--- src/rtl/player_health_ctrl_if.sv ---
// Bundle between the player controller and its input, enemy and display neighbours.
interface player_health_ctrl_if #(
    parameter int unsigned W       = 8,
    parameter int unsigned N_ENEMY = 10
);
    logic                   start;
    logic                   left;
    logic                   right;
    logic                   up;
    logic                   down;
    logic [N_ENEMY*W-1:0]   ex;
    logic [N_ENEMY*W-1:0]   ey;
    logic [N_ENEMY-1:0]     e_valid;
    logic [W-1:0]           xin;
    logic [W-1:0]           yin;
    logic                   hurt;
    logic [3:0]             lives;
    logic                   invuln;
    logic                   game_over;
    logic [1:0]             state;

    modport master (
        output start, left, right, up, down, ex, ey, e_valid,
        input  xin, yin, hurt, lives, invuln, game_over, state
    );

    modport slave (
        input  start, left, right, up, down, ex, ey, e_valid,
        output xin, yin, hurt, lives, invuln, game_over, state
    );
endinterface

--- src/rtl/player_health_ctrl.sv ---
// Player position, clamped D-pad movement, box collision against N slots,
// lives counter, post-hit invulnerability window and game-over handling.
// W and N_ENEMY must match the parameters of the connected interface.
module player_health_ctrl #(
    parameter int unsigned W       = 8,
    parameter int unsigned N_ENEMY = 10,
    parameter int unsigned X_MIN   = 10,
    parameter int unsigned X_MAX   = 190,
    parameter int unsigned Y_MIN   = 40,
    parameter int unsigned Y_MAX   = 230,
    parameter int unsigned X_SPAWN = 100,
    parameter int unsigned Y_SPAWN = 190,
    parameter int unsigned STEP    = 2,
    parameter int unsigned HIT_R   = 5,
    parameter int unsigned LIVES   = 3,
    parameter int unsigned INVULN  = 120
) (
    input  logic                 GameClock,
    input  logic                 reset,
    player_health_ctrl_if.slave  bus
);

    localparam int unsigned TW = (INVULN > 1) ? $clog2(INVULN) : 1;

    localparam logic [W:0]    XLowLimit  = (W+1)'(X_MIN + STEP);
    localparam logic [W:0]    YLowLimit  = (W+1)'(Y_MIN + STEP);
    localparam logic [W:0]    XMaxExt    = (W+1)'(X_MAX);
    localparam logic [W:0]    YMaxExt    = (W+1)'(Y_MAX);
    localparam logic [W:0]    StepExt    = (W+1)'(STEP);
    localparam logic [W:0]    HitRExt    = (W+1)'(HIT_R);
    localparam logic [W-1:0]  XSpawn     = W'(X_SPAWN);
    localparam logic [W-1:0]  YSpawn     = W'(Y_SPAWN);
    localparam logic [W-1:0]  XMin       = W'(X_MIN);
    localparam logic [W-1:0]  YMin       = W'(Y_MIN);
    localparam logic [3:0]    LivesInit  = 4'(LIVES);
    localparam logic [TW-1:0] TimerLoad  = TW'(INVULN - 1);

    typedef enum logic [1:0] {
        StIdle = 2'd0,
        StPlay = 2'd1,
        StInv  = 2'd2,
        StOver = 2'd3
    } state_e;

    state_e        r_state, w_state_next;
    logic [W-1:0]  r_x, r_y, w_x_next, w_y_next, w_x_move, w_y_move;
    logic [3:0]    r_lives, w_lives_next;
    logic [TW-1:0] r_timer, w_timer_next;
    logic          r_hurt, w_hurt_next;
    logic          r_invuln, r_game_over;
    logic          w_hit_any;

    logic [W:0]    w_x_ext, w_y_ext, w_x_inc, w_y_inc;
    logic [W:0]    w_adx [N_ENEMY];
    logic [W:0]    w_ady [N_ENEMY];

    // Clamped movement; W+1-bit arithmetic so nothing wraps at the coordinate extremes.
    always_comb begin
        w_x_ext  = {1'b0, r_x};
        w_y_ext  = {1'b0, r_y};
        w_x_inc  = w_x_ext + StepExt;
        w_y_inc  = w_y_ext + StepExt;
        w_x_move = r_x;
        w_y_move = r_y;
        if (bus.left && !bus.right) begin
            w_x_move = (w_x_ext >= XLowLimit) ? r_x - W'(STEP) : XMin;
        end else if (bus.right && !bus.left) begin
            w_x_move = (w_x_inc > XMaxExt) ? XMaxExt[W-1:0] : w_x_inc[W-1:0];
        end
        if (bus.up && !bus.down) begin
            w_y_move = (w_y_ext >= YLowLimit) ? r_y - W'(STEP) : YMin;
        end else if (bus.down && !bus.up) begin
            w_y_move = (w_y_inc > YMaxExt) ? YMaxExt[W-1:0] : w_y_inc[W-1:0];
        end
    end

    // Box test of the registered position against every valid slot.
    always_comb begin
        w_hit_any = 1'b0;
        for (int i = 0; i < N_ENEMY; i++) begin
            w_adx[i] = ({1'b0, r_x} >= {1'b0, bus.ex[i*W +: W]}) ?
                       {1'b0, r_x} - {1'b0, bus.ex[i*W +: W]} :
                       {1'b0, bus.ex[i*W +: W]} - {1'b0, r_x};
            w_ady[i] = ({1'b0, r_y} >= {1'b0, bus.ey[i*W +: W]}) ?
                       {1'b0, r_y} - {1'b0, bus.ey[i*W +: W]} :
                       {1'b0, bus.ey[i*W +: W]} - {1'b0, r_y};
            if (bus.e_valid[i] && (w_adx[i] < HitRExt) && (w_ady[i] < HitRExt)) begin
                w_hit_any = 1'b1;
            end
        end
    end

    // Next-state, position, lives and timer; start=0 beats a simultaneous hit.
    always_comb begin
        w_state_next = r_state;
        w_x_next     = r_x;
        w_y_next     = r_y;
        w_lives_next = r_lives;
        w_timer_next = r_timer;
        w_hurt_next  = 1'b0;
        unique case (r_state)
            StIdle: begin
                w_x_next     = XSpawn;
                w_y_next     = YSpawn;
                w_lives_next = LivesInit;
                w_timer_next = '0;
                if (bus.start) w_state_next = StPlay;
            end
            StPlay, StInv: begin
                if (!bus.start) begin
                    w_state_next = StIdle;
                    w_x_next     = XSpawn;
                    w_y_next     = YSpawn;
                    w_lives_next = LivesInit;
                    w_timer_next = '0;
                end else begin
                    w_x_next = w_x_move;
                    w_y_next = w_y_move;
                    if (r_state == StPlay) begin
                        if (w_hit_any) begin
                            w_hurt_next  = 1'b1;
                            w_lives_next = r_lives - 4'd1;
                            if (r_lives == 4'd1) begin
                                w_state_next = StOver;
                            end else begin
                                w_state_next = StInv;
                                w_timer_next = TimerLoad;
                            end
                        end
                    end else if (r_timer == '0) begin
                        w_state_next = StPlay;
                    end else begin
                        w_timer_next = r_timer - TW'(1);
                    end
                end
            end
            StOver: begin
                if (!bus.start) begin
                    w_state_next = StIdle;
                    w_x_next     = XSpawn;
                    w_y_next     = YSpawn;
                    w_lives_next = LivesInit;
                    w_timer_next = '0;
                end
            end
            default: w_state_next = StIdle;
        endcase
    end

    // State and registered outputs; flags are derived from the next state so they
    // change on the same edge as the state itself.
    always_ff @(posedge GameClock) begin
        if (reset) begin
            r_state     <= StIdle;
            r_x         <= XSpawn;
            r_y         <= YSpawn;
            r_lives     <= LivesInit;
            r_timer     <= '0;
            r_hurt      <= 1'b0;
            r_invuln    <= 1'b0;
            r_game_over <= 1'b0;
        end else begin
            r_state     <= w_state_next;
            r_x         <= w_x_next;
            r_y         <= w_y_next;
            r_lives     <= w_lives_next;
            r_timer     <= w_timer_next;
            r_hurt      <= w_hurt_next;
            r_invuln    <= (w_state_next == StInv);
            r_game_over <= (w_state_next == StOver);
        end
    end

    assign bus.xin       = r_x;
    assign bus.yin       = r_y;
    assign bus.hurt      = r_hurt;
    assign bus.lives     = r_lives;
    assign bus.invuln    = r_invuln;
    assign bus.game_over = r_game_over;
    assign bus.state     = r_state;

endmodule

--- src/flat_wrapper.sv ---
// flat-port wrapper written by rule: the top's interface ports become plain ports
module player_health_ctrl_flat 
#(
    parameter int unsigned W       = 8,
    parameter int unsigned N_ENEMY = 10,
    parameter int unsigned X_MIN   = 10,
    parameter int unsigned X_MAX   = 190,
    parameter int unsigned Y_MIN   = 40,
    parameter int unsigned Y_MAX   = 230,
    parameter int unsigned X_SPAWN = 100,
    parameter int unsigned Y_SPAWN = 190,
    parameter int unsigned STEP    = 2,
    parameter int unsigned HIT_R   = 5,
    parameter int unsigned LIVES   = 3,
    parameter int unsigned INVULN  = 120
)
  (GameClock, reset, bus_start, bus_left, bus_right, bus_up, bus_down, bus_ex, bus_ey, bus_e_valid, bus_xin, bus_yin, bus_hurt, bus_lives, bus_invuln, bus_game_over, bus_state);
  player_health_ctrl_if #(.W(W), .N_ENEMY(N_ENEMY)) bus_i ();
  input  logic GameClock;
  input  logic reset;
  input wire logic [$bits(bus_i.start)-1:0] bus_start;
  input wire logic [$bits(bus_i.left)-1:0] bus_left;
  input wire logic [$bits(bus_i.right)-1:0] bus_right;
  input wire logic [$bits(bus_i.up)-1:0] bus_up;
  input wire logic [$bits(bus_i.down)-1:0] bus_down;
  input wire logic [$bits(bus_i.ex)-1:0] bus_ex;
  input wire logic [$bits(bus_i.ey)-1:0] bus_ey;
  input wire logic [$bits(bus_i.e_valid)-1:0] bus_e_valid;
  output wire logic [$bits(bus_i.xin)-1:0] bus_xin;
  output wire logic [$bits(bus_i.yin)-1:0] bus_yin;
  output wire logic [$bits(bus_i.hurt)-1:0] bus_hurt;
  output wire logic [$bits(bus_i.lives)-1:0] bus_lives;
  output wire logic [$bits(bus_i.invuln)-1:0] bus_invuln;
  output wire logic [$bits(bus_i.game_over)-1:0] bus_game_over;
  output wire logic [$bits(bus_i.state)-1:0] bus_state;
  assign bus_i.start = bus_start;
  assign bus_i.left = bus_left;
  assign bus_i.right = bus_right;
  assign bus_i.up = bus_up;
  assign bus_i.down = bus_down;
  assign bus_i.ex = bus_ex;
  assign bus_i.ey = bus_ey;
  assign bus_i.e_valid = bus_e_valid;
  assign bus_xin = bus_i.xin;
  assign bus_yin = bus_i.yin;
  assign bus_hurt = bus_i.hurt;
  assign bus_lives = bus_i.lives;
  assign bus_invuln = bus_i.invuln;
  assign bus_game_over = bus_i.game_over;
  assign bus_state = bus_i.state;
  player_health_ctrl #(.W(W), .N_ENEMY(N_ENEMY), .X_MIN(X_MIN), .X_MAX(X_MAX), .Y_MIN(Y_MIN), .Y_MAX(Y_MAX), .X_SPAWN(X_SPAWN), .Y_SPAWN(Y_SPAWN), .STEP(STEP), .HIT_R(HIT_R), .LIVES(LIVES), .INVULN(INVULN)) u_core (.GameClock(GameClock), .reset(reset), .bus(bus_i));
endmodule
--- config.mk ---
export PLATFORM = sky130hd
export DESIGN_NAME = player_health_ctrl_flat
export DESIGN_NICKNAME = d
export VERILOG_FILES = /design/src/rtl/player_health_ctrl_if.sv /design/src/rtl/player_health_ctrl.sv /design/src/flat_wrapper.sv
export SDC_FILE = /design/constraint.sdc
export NUM_CORES = 1
export LEC_CHECK = 0
export CAP_MARGIN = 5
export CORE_MARGIN = 8
export CORE_UTILIZATION = 25
export DETAILED_ROUTE_END_ITERATION = 7
export SYNTH_ARGS = -nofsm -noshare
export SYNTH_HDL_FRONTEND = slang
export SYNTH_SLANG_ARGS = --single-unit
--- constraint.sdc ---
create_clock -name GameClock -period 7.05 [get_ports GameClock]
set_input_delay 1.41 -clock GameClock [delete_from_list [all_inputs] [get_ports GameClock]]
set_output_delay 1.41 -clock GameClock [all_outputs]
set_load 0.1 [all_outputs]
Yosys cells after proc, flatten, opt, wreduce, memory -nomap -nowiden --
Cells that the tools add are included.
Operators by class: add/subtract/negate cells 46, order comparisons 44, equality and inequality tests 14, mux-type cells 65, bitwise logic cells 3, reduce and logical (&&, ||, !) cells 36
Operators with widths (number):
- $sub A8 B8 Y9 | 40
- $lt A9 B3 Y1 const B | 20
- $mux W9 | 20
- $ge A8 B8 Y1 | 20
- $mux W8 | 12
- $pmux W8 S3 | 2
- $mux W7 | 6
- $logic_and A1 B1 Y1 | 24
- $pmux W7 S3 | 1
- $add A8 B2 Y9 const B | 2
- $gt A9 B8 Y1 const B | 2
- $mux W4 | 4
- $sub A8 B2 Y8 const B | 2
- $mux W1 | 12
- $mux W2 | 6
- $pmux W4 S3 | 1
- $eq A2 B2 Y1 const B | 4
- $ge A8 B4 Y1 const B | 1
- $ge A8 B6 Y1 const B | 1
- $ne A4 B2 Y1 const B | 2
- $ne A4 B3 Y1 const B | 2
- $logic_not A7 Y1 | 1
- $sub A7 B1 Y7 const B | 1
- $ne A3 B2 Y1 const B | 2
- other kinds (14) | 20
Storage, ports and cells: flip-flop bits (word level) 32, input bits 177, output and inout port bits 25, word-level logic and storage cells 216

Logic depth before layout (Yosys ltp) --
Gate-level depths: netlist (run 1).
depth in word-level cells 20, mapped depth 17, gate-level depth less buffers 14

Worst setup path after synthesis (run 1) --
No wires, ideal clock.
path type register to register, start register u_core.r_x[1] (netlist: u_core.bus.xin[1]), end register u_core.r_timer[3], library setup time 0.086 ns, data arrival time 6.004 ns, required time 6.964 ns, slack 0.961 ns, cell stages (with the launch flop) 17, buffers on the path 2, period minus slack after synthesis 6.089 ns, cell sequence dfxtp_1 inv_1 ha_1 ha_1 or2_2 o32a_1 a21oi_2 buf_4 a21oi_1 and2_0 or3_1 nor4b_1 o2111ai_1 and4_1 buf_6 mux2i_1 a211oi_1
On the way: cells in the longest elaborated chain, start to end 17, elaborated cells on any way between the ends 82, those cells by class 20 x add/sub; 20 x order compare; 1 x eq/ne; 20 x mux; 21 x reduce/logical
Ends and longest elaborated chain:
- start: declaration | line player_health_ctrl.sv:46 | logic [W-1:0] r_x, r_y, w_x_next, w_y_next, w_x_move, w_y_move;
- start signal: assignment | line player_health_ctrl.sv:155 | r_x <= XSpawn;
- start signal: assignment | line player_health_ctrl.sv:164 | r_x <= w_x_next;
- $sub A8 B8 Y9, or another cell as far along | line player_health_ctrl.sv:83 | {1'b0, bus.ex[i*W +: W]} - {1'b0, r_x};
- $mux W9 | line player_health_ctrl.sv:81 | w_adx[i] = ({1'b0, r_x} >= {1'b0, bus.ex[i*W +: W]}) ?
- $lt A9 B3 Y1 | line player_health_ctrl.sv:87 | if (bus.e_valid[i] && (w_adx[i] < HitRExt) && (w_ady[i] < HitRExt)) begin
- $logic_and A1 B1 Y1 (2 in a row) | line player_health_ctrl.sv:87
- $mux W1 (9 in a row) | line player_health_ctrl.sv:87
- $mux W1 * | line player_health_ctrl.sv:87
- $ne A4 B3 Y1 (no source line) *
- $reduce_and A4 Y1 (no source line) *
- end signal: assignment | line player_health_ctrl.sv:167 | r_timer <= w_timer_next;
- end: declaration | line player_health_ctrl.sv:48 | logic [TW-1:0] r_timer, w_timer_next;
Every way passes the cells marked *; elsewhere a longest branch is shown, timed or not. A chain may end at the register's enable or synchronous reset.

Final worst setup path (run 1) --
start input port bus_ex[65], end register u_core.r_timer[2]
On the way: cells in the longest elaborated chain, start to end 9, elaborated cells on any way between the ends 11, those cells by class 2 x add/sub; 2 x order compare; 1 x eq/ne; 3 x mux; 3 x reduce/logical
Ends and longest elaborated chain:
- start: declaration | line flat_wrapper.sv:26 | input wire logic [$bits(bus_i.ex)-1:0] bus_ex;
- $sub A8 B8 Y9, or another cell as far along | line player_health_ctrl.sv:83
- $mux W9 * | line player_health_ctrl.sv:81
- $lt A9 B3 Y1 * | line player_health_ctrl.sv:87
- $logic_and A1 B1 Y1 * (2 in a row) | line player_health_ctrl.sv:87
- $mux W1 * (2 in a row) | line player_health_ctrl.sv:87
- $ne A4 B3 Y1 (no source line) *
- $reduce_and A4 Y1 (no source line) *
Marks and branches as above.

==> results.txt, run 1 <==
- The run finished with clean final reports.
- Cell with the largest stage delay on the worst path: sky130_fd_sc_hd__clkdlybuf4s50_1
* Final estimated routing congestion in global placement: ~0.9
- Peak supply drop: around 0.11 mV
- Boundary pin count: around 200
* Layout fillers: ~8000
* Total DRC errors in the routed layout: 0
* Register-to-register setup slack: around 1900 ps
* DIE AREA: between 80000 and 90000 sq um
- The via count of the first global-routing pass is between 15000 and 20000.
* Deepest level of the CTS H-tree: 2
- Setup repair after global routing left no endpoint under its margin.
- Slew Viols, Final: 0
- The internal portion of the total power is between 1000 and 1500 uW.
- Based on the critical path, the design can be clocked at up to approximately 180 MHz.
- In this run, the number of DRC markers left after iteration 0 of detailed routing was roughly 1400.
- In the post-synthesis netlist, the biggest area contributors are sky130_fd_sc_hd__ha_1, sky130_fd_sc_hd__a21oi_1, sky130_fd_sc_hd__inv_1.
* Number of cells on the critical path: 14
- Setup violations, final: 0
* Setup Buffers After CTS: 0
* Register share of total power: about 8.7%
- The number of clock buffers added by TritonCTS is 5.
- Data on the critical path is required at its endpoint by 7250 ps.
* Worst slew pin tran: roughly 1100 ps
- Netlist area before placement: roughly 18000 sq um
- R2R depth: 13
- Before antenna repair, the detailed router went through 7 iterations.
- Crit Path Max Fanout: 11
- Via Count: around 20000
* Placement-stage cell area: 21400 sq um
- Crit path largest cell delay: 530 ps
* Crit path top cell by count: sky130_fd_sc_hd__ha_1
- The share of the Yosys chip area taken by registers is under 10%.
* Fraction of final layout cells with drive strength greater than 1: under 10%
* Number of buffer cells added on primary ports: around 200
* Antenna violations before repair: 19
* Post-Syn Instances: 2545
- Post-synthesis cell type count: approximately 120
- Max-cap violations: 0
- Final Instance Area: between 20000 and 25000 sq um
- By startpoint and endpoint, the worst setup path is classified as primary input to flop.
- After clock tree synthesis, the clock-pin slew on the worst setup and hold paths is around 60 ps.
- Synth Area per Inst: 7.27 sq um
- In this run the power density over the cells is approximately 110 nW/um^2.
* Worst path arrival time: around 5700 ps
* CTS Root Buffer Type: sky130_fd_sc_hd__clkbuf_16
- Number of clock sinks: 30
- After clock tree synthesis, the repair step resized 0 gates.
- From bottom edge to top edge, the die measures ~290 microns.
- Post-synth top area cell: sky130_fd_sc_hd__ha_1
* Most common cell after layout, fill and taps aside: sky130_fd_sc_hd__ha_1
* Worst slack on hold paths: around 500 ps
- Global-route wire length before repair: about 110000 microns
* Static leakage: slightly below 0.01 uW
- The number of buffers and inverters on the critical path is 1.
- The floorplan step set the die width to about 290 microns.
- Average wire length per cell after detail routing: 19.9 microns
* Number of instances in the placed design: about 3600
* Core region area: 73100 sq um
- In this run the deepest clock path goes through 2 buffers.
- Antenna viol nets, final: 0
* Switching part of the total power: between 50% and 60%
- TritonCTS built the clock tree.
* Std-Cell Rows: 99
- Later-pin clock latency in the skew report: about 290 ps
* Hold Buf Count CTS: 0
- Fraction of post-synthesis cell area in the top cell type by area: 21.4%
* Starting utilization of the core area: 25.3%
- Total GRT Usage: ~17%
* HPWL after detailed placement: between 50000 and 60000 microns
- For this run, the number of Yosys warnings is 0.
- Avg Vias per Cell: ~5.4
- Number of standard cells in the final layout excluding fillers: around 3700
- Total wirelength of the detailed-routed design: 72800 microns
* Final period util: 77.8%
- CP Launch Type: primary input
- Walking the worst path, the cells encountered are clkdlybuf4s50_1, ha_1, ha_1, or2_2, o32a_1, a21oi_2, a21oi_1, and2_0, or3_1, nor4b_1, o2111ai_1, nand4_2, o211ai_2, a211oi_1.
- Count of final hold-check violations: 0
- Area delta synth->final: 16.8%
- For this design the total switching power over the nets is between 1000 and 1500 uW.
- The worst setup path is captured at a flop.
* Slew HR: ~29%
- Clock skew on the completed layout was measured at 9.36 ps.
* Synthesis-stage register bit count: 30
- The clock network burns under 10% of the power.
- Final net count: around 3200
* Post-synth EDFFs: 0
* Hold Path Cell Cnt: 2
- Most used cells in the layout excluding fill and tap cells: sky130_fd_sc_hd__ha_1, sky130_fd_sc_hd__inv_1, sky130_fd_sc_hd__clkdlybuf4s50_1, sky130_fd_sc_hd__a21oi_1, sky130_fd_sc_hd__nand2_1
- Of the total power, combinational logic draws 81.3%.
- Setup TNS: 0 ps
- Entering global routing, the biggest net connects 28 pins.
- The worst hold path belongs to the class flop to flop.
* Grt ovf: 0
* Flip-flop cell with the highest count after synthesis: sky130_fd_sc_hd__dfxtp_1
* Fraction of registers with async set or reset after synthesis: 0%
* Gate family responsible for the most delay along the worst path: compound AO/OA/AOI/OAI gates
- The routed design could run at a clock period as short as 5490 ps.
## registers in the layout, indices dropped and copies added (netlist names)
register,cells
u_core.bus.xin,7
u_core.bus.yin,7
u_core.r_timer,7
u_core.bus.lives,4
u_core.bus.state,2
u_core.bus.game_over,1
u_core.bus.hurt,1
u_core.bus.invuln,1
## metrics by stage
step           util (%)  setup WS [ps]  power, uW
2_1_floorplan         -            961       1530
3_3_place_gp       29.3           1330       2020
3_5_place_dp       29.3           1230       2020
4_1_cts            29.5           1510       2250
5_1_grt            29.5           1190       2470
6_report           29.6           1560       2270
## synth_stat cells, types with 14 or more instances
library cell / number
sky130_fd_sc_hd__ha_1: 316
sky130_fd_sc_hd__inv_1: 237
sky130_fd_sc_hd__a21oi_1: 193
sky130_fd_sc_hd__nand2_1: 164
sky130_fd_sc_hd__nor2_1: 156
sky130_fd_sc_hd__o21ai_0: 154
sky130_fd_sc_hd__a21o_1: 91
sky130_fd_sc_hd__nand3_1: 80
sky130_fd_sc_hd__nor3_1: 80
sky130_fd_sc_hd__a211oi_1: 60
sky130_fd_sc_hd__clkbuf_1: 58
sky130_fd_sc_hd__mux2i_1: 55
sky130_fd_sc_hd__nand2b_1: 48
sky130_fd_sc_hd__o21a_1: 42
sky130_fd_sc_hd__fa_1: 40
sky130_fd_sc_hd__o211ai_1: 40
sky130_fd_sc_hd__xnor2_1: 40
sky130_fd_sc_hd__a31oi_1: 31
sky130_fd_sc_hd__nor2b_1: 31
sky130_fd_sc_hd__dfxtp_1: 30
sky130_fd_sc_hd__buf_2: 28
sky130_fd_sc_hd__xor2_1: 28
sky130_fd_sc_hd__and2_1: 27
sky130_fd_sc_hd__nand4_1: 24
sky130_fd_sc_hd__or3_1: 23
sky130_fd_sc_hd__nor4_1: 22
sky130_fd_sc_hd__and3_1: 21
sky130_fd_sc_hd__o21bai_1: 21
sky130_fd_sc_hd__a2111oi_0: 18
sky130_fd_sc_hd__a211o_1: 17
sky130_fd_sc_hd__o22ai_1: 17
sky130_fd_sc_hd__a221oi_1: 16
sky130_fd_sc_hd__or2_2: 15
sky130_fd_sc_hd__mux2_2: 14
sky130_fd_sc_hd__o2111ai_1: 14
## tightest hold or removal path: cells and delay by family (launching register included)
kind,cells,cell delay [ps]
flip-flops,1,330
AND/OR/NAND/NOR,1,60
multiplexers,1,60
## power by group through the flow
| stage | Sequential [uW] | Combinational, uW | Clock, uW |
|---|---|---|---|
| after floorplan | 254 | 1270 | 0 |
| after global placement | 202 | 1810 | 0 |
| after detailed placement | 202 | 1820 | 0 |
| after CTS | 198 | 1830 | 226 |
| after global routing | 201 | 2040 | 235 |
| final | 199 | 1850 | 226 |
## cell type report
cell class	count	area (sq um)	share of cell area, %
Antenna cell	9	22.5	0.104
Clock buffer	6	139	0.643
Clock inverter	2	12.5	0.0579
Inverter	237	890	4.12
Multi-Input combinational cell	2190	16500	76.4
Sequential cell	30	603	2.79
Tap cell	959	1200	5.55
Timing Repair Buffer	231	2230	10.3
## routing by layer
metal | track usage (%) | routed length [microns] | up-vias | part of all wire (%)
met5 | 0 | 120 | - | 0.16
met4 | 5.66 | 2460 | 20 | 3.4
met3 | 3.86 | 5720 | 133 | 7.9
met2 | 27.1 | 32800 | 681 | 45
met1 | 21.5 | 31700 | 9190 | 44
li1 | - | - | 9723 | -
## logic make-up after synthesis
group / count (synthesis) / synth area share [%]
buffers and inverters: 345 / 7.93
AND/OR/NAND/NOR: 796 / 23.0
other: 2 / 0.0406
flip-flops: 30 / 3.25
AO/OA/AOI/OAI: 877 / 32.9
XOR/XNOR: 68 / 3.22
adder cells (fa/ha/maj): 357 / 25.8
multiplexers: 70 / 3.91
## path summary, 6_finish.rpt
path | from | end
max | bus_ex[65] | u_core.r_timer[2]
min | u_core.bus.lives[3] | u_core.bus.lives[3]
max reg2reg | u_core.bus.yin[6] | u_core.bus.lives[0]
min reg2reg | u_core.bus.lives[3] | u_core.bus.lives[3]
No activity file was read; power rests on OpenSTA's default activity.
==> inputs of run 2 (changes only) <==
==> constraint.sdc (replaced) <==
create_clock -name GameClock -period 5.6 [get_ports GameClock]
set_input_delay 1.12 -clock GameClock [delete_from_list [all_inputs] [get_ports GameClock]]
set_output_delay 1.12 -clock GameClock [all_outputs]
set_load 0.1 [all_outputs]
==> run 2 against run 1 <==
Global-route usage up 0.23 points. Clock skew down 2.9 ps. Core utilization up 0.22 points. Largest cell class unchanged. Critical endpoint is now u_core.bus.hurt.
==> results.txt, run 2 (same netlist as run 1, synthesis figures left out) <==
- Worst min path class: flop to flop (unchanged)
- Core region area: 73100 sq um (unchanged)
- TritonCTS clock tree: yes (unchanged)
- The I/O pin total is 202 (unchanged).
- The detail-routed via count per cell came to 5.42 (was 5.39).
- The post-cts repair resize count was 0 (unchanged).
- The total track usage was 16.9% (was 16.7%).
* Total DRC errors in the routed layout: 0 (unchanged)
* Via Count: 19959 (was 19747)
* Antenna viol nets, final: 0 (unchanged)
- Count of final hold-check violations: 0 (unchanged)
* Global-route wire length before repair: 111000 microns (was 108000 microns)
- Area delta synth->final: 17.7% (was 16.8%)
- Average wire length per cell after detail routing: 19.9 microns (about the same)
- Max-cap violations: 0 (unchanged)
- The highest ir drop seen on vdd came to 0.102 mV (was 0.110 mV).
* Static leakage: 0.00976 uW (was 0.00964 uW)
* Hold Buf Count CTS: 0 (unchanged)
- Setup violations, final: 0 (unchanged)
* Category of the worst setup path capture point: flop (unchanged)
* Worst path arrival time: 5450 ps (was 5690 ps)
* Worst slew pin tran: 1130 ps (was 1060 ps)
- The detailed placer's ending HPWL came to 57900 microns (was 57600 microns).
- The buffer type at the clock tree root is sky130_fd_sc_hd__clkbuf_16 (unchanged).
* RSZ-0062 raised after global routing: no (unchanged)
- Post-route core utilization: 29.8% (was 29.6%)
- Top achievable clock speed: around 190 MHz
* Std-Cell Rows: 99 (unchanged)
- Worst setup slack after layout: 373 ps (was 1560 ps)
- Final net count: 3249 (was 3228)
- Setup Buffers After CTS: 0 (unchanged)
- Most used cells in the layout excluding fill and tap cells: sky130_fd_sc_hd__ha_1, sky130_fd_sc_hd__inv_1, sky130_fd_sc_hd__clkdlybuf4s50_1, sky130_fd_sc_hd__a21oi_1, sky130_fd_sc_hd__nand2_1 (unchanged)
- The power per cell area is 134 nW/um^2 (was 105 nW/um^2).
* Iter 0 DRT Violations: 1638 (was 1434)
- The iteration count of the initial detailed-routing pass came to 5 (was 7).
- The routed wire length was 73300 microns (was 72800 microns).
- Type of the worst setup path: primary input to flop (unchanged)
- DIE AREA: 82900 sq um (unchanged)
- Final estimated routing congestion in global placement: 0.914 (was 0.897)
- The total clock buffers created by CTS came to 5 (unchanged).
- Setup WS pre-CTS: 50.3 ps (was 1230 ps)
- Via count of the first global-routing pass: 18764 (was 18383)
* Later-pin clock latency in the skew report: 290 ps (about the same)
* Total power draw: 2930 uW (was 2270 uW)
- Grt ovf: 0 (unchanged)
- The final critical path takes up approximately 93% of the cycle.
- The final clock skew came to 6.44 ps (was 9.36 ps).
- Vertical die dimension: 288 microns (unchanged)
* Min Clock Period, post-route: 5230 ps
* Slew Viols, Final: 0 (unchanged)
- The count of input and output buffers was 199 (unchanged).
- The clock-pin slew reported for the worst setup and hold paths after clock tree synthesis is 60 ps (about the same).
- Fraction of final layout cells with drive strength greater than 1: 5.89% (was 5.12%)
- The deepest clock path buffer count was 2 (unchanged).
- Critical path data required time: 5820 ps (was 7250 ps)
* Antenna violations before repair: 12 (was 19)
* CP Launch Type: primary input (unchanged)
- Slew HR: 24.2% (was 29.3%)
* Setup TNS: 0 ps (unchanged)
* Most common cell after layout, fill and taps aside: sky130_fd_sc_hd__ha_1 (unchanged)
* Deepest level of the CTS H-tree: 2 (unchanged)
- Number of clock sinks: 30 (unchanged)
- Status: complete, no violations (unchanged).
- The starting utilization of the core area is 25.3% (unchanged).
- Crit Path Max Fanout: 6 (was 11)
- Die Span X: 288 microns (unchanged)
- Pin count of the biggest net entering global routing: 27 (was 28)
run 2: power breakdown:
group / switching (uW) / leakage, uW / internal, uW
clock network: 109 / 0.0000836 / 208
registers: 21.5 / 0.000244 / 231
logic: 1400 / 0.00944 / 956
run 2: stage by stage:
stage | cells | hold WS, ps | area [sq um]
after floorplan | 2565 | 447 | 18600
after global placement | 3668 | 488 | 21600
after detailed placement | 3668 | 479 | 21600
after CTS | 3676 | 486 | 21700
after global routing | 3680 | 527 | 21800
final | 3682 | 484 | 21800
run 2: area by class of cell:
cell class | count | area, sq um
fillers | 7976 | 51300
diodes | 6 | 15.0
inverters | 237 | 890
well taps | 959 | 1200
clock inverters | 3 | 40.0
multi-input cells | 2190 | 16500
flip-flops and latches | 30 | 603
repair buffers | 252 | 2390
clock buffers | 5 | 125
run 2: path summary, 6_finish.rpt:
kind / start / to / slack [ps] / cells past startpoint
max: bus_ex[41] / u_core.bus.hurt / 370 / 14
min: u_core.r_timer[6] / u_core.r_timer[6] / 480 / 2
max reg2reg: u_core.bus.xin[7] / u_core.bus.lives[0] / 720 / 14
min reg2reg: u_core.r_timer[6] / u_core.r_timer[6] / 480 / 2
run 2: critical path, stage by stage:
cell                              delay (ps)
sky130_fd_sc_hd__clkdlybuf4s50_1         530
sky130_fd_sc_hd__ha_1                    290
sky130_fd_sc_hd__ha_1                    200
sky130_fd_sc_hd__and3_4                  160
sky130_fd_sc_hd__a221o_1                 420
sky130_fd_sc_hd__nor3_2                  330
sky130_fd_sc_hd__mux2i_1                 250
sky130_fd_sc_hd__xnor2_1                  90
sky130_fd_sc_hd__a22o_2                  240
sky130_fd_sc_hd__or4_1                   400
sky130_fd_sc_hd__nor4_1                  630
sky130_fd_sc_hd__a221o_1                 330
sky130_fd_sc_hd__or4b_1                  230
sky130_fd_sc_hd__and4b_1                 210
run 2: routing by layer:
metal  GRT usage (%)  vias up  wire length [microns]
met5               0        -                     53
met4            4.23        8                   1740
met3            2.59       92                   5250
met2            27.0      676                  32200
met1            23.5     9438                  34100
li1                -     9745                      -
==> inputs of run 3 (changes only) <==
--- a/config.mk
+++ b/config.mk
@@ -12,3 +12,4 @@
 export SYNTH_ARGS = -nofsm -noshare
 export SYNTH_HDL_FRONTEND = slang
 export SYNTH_SLANG_ARGS = --single-unit
+export TNS_END_PERCENT = 50
==> results of run 3 <==
The final DEF is identical to that of run 2; final timing and power are the same.
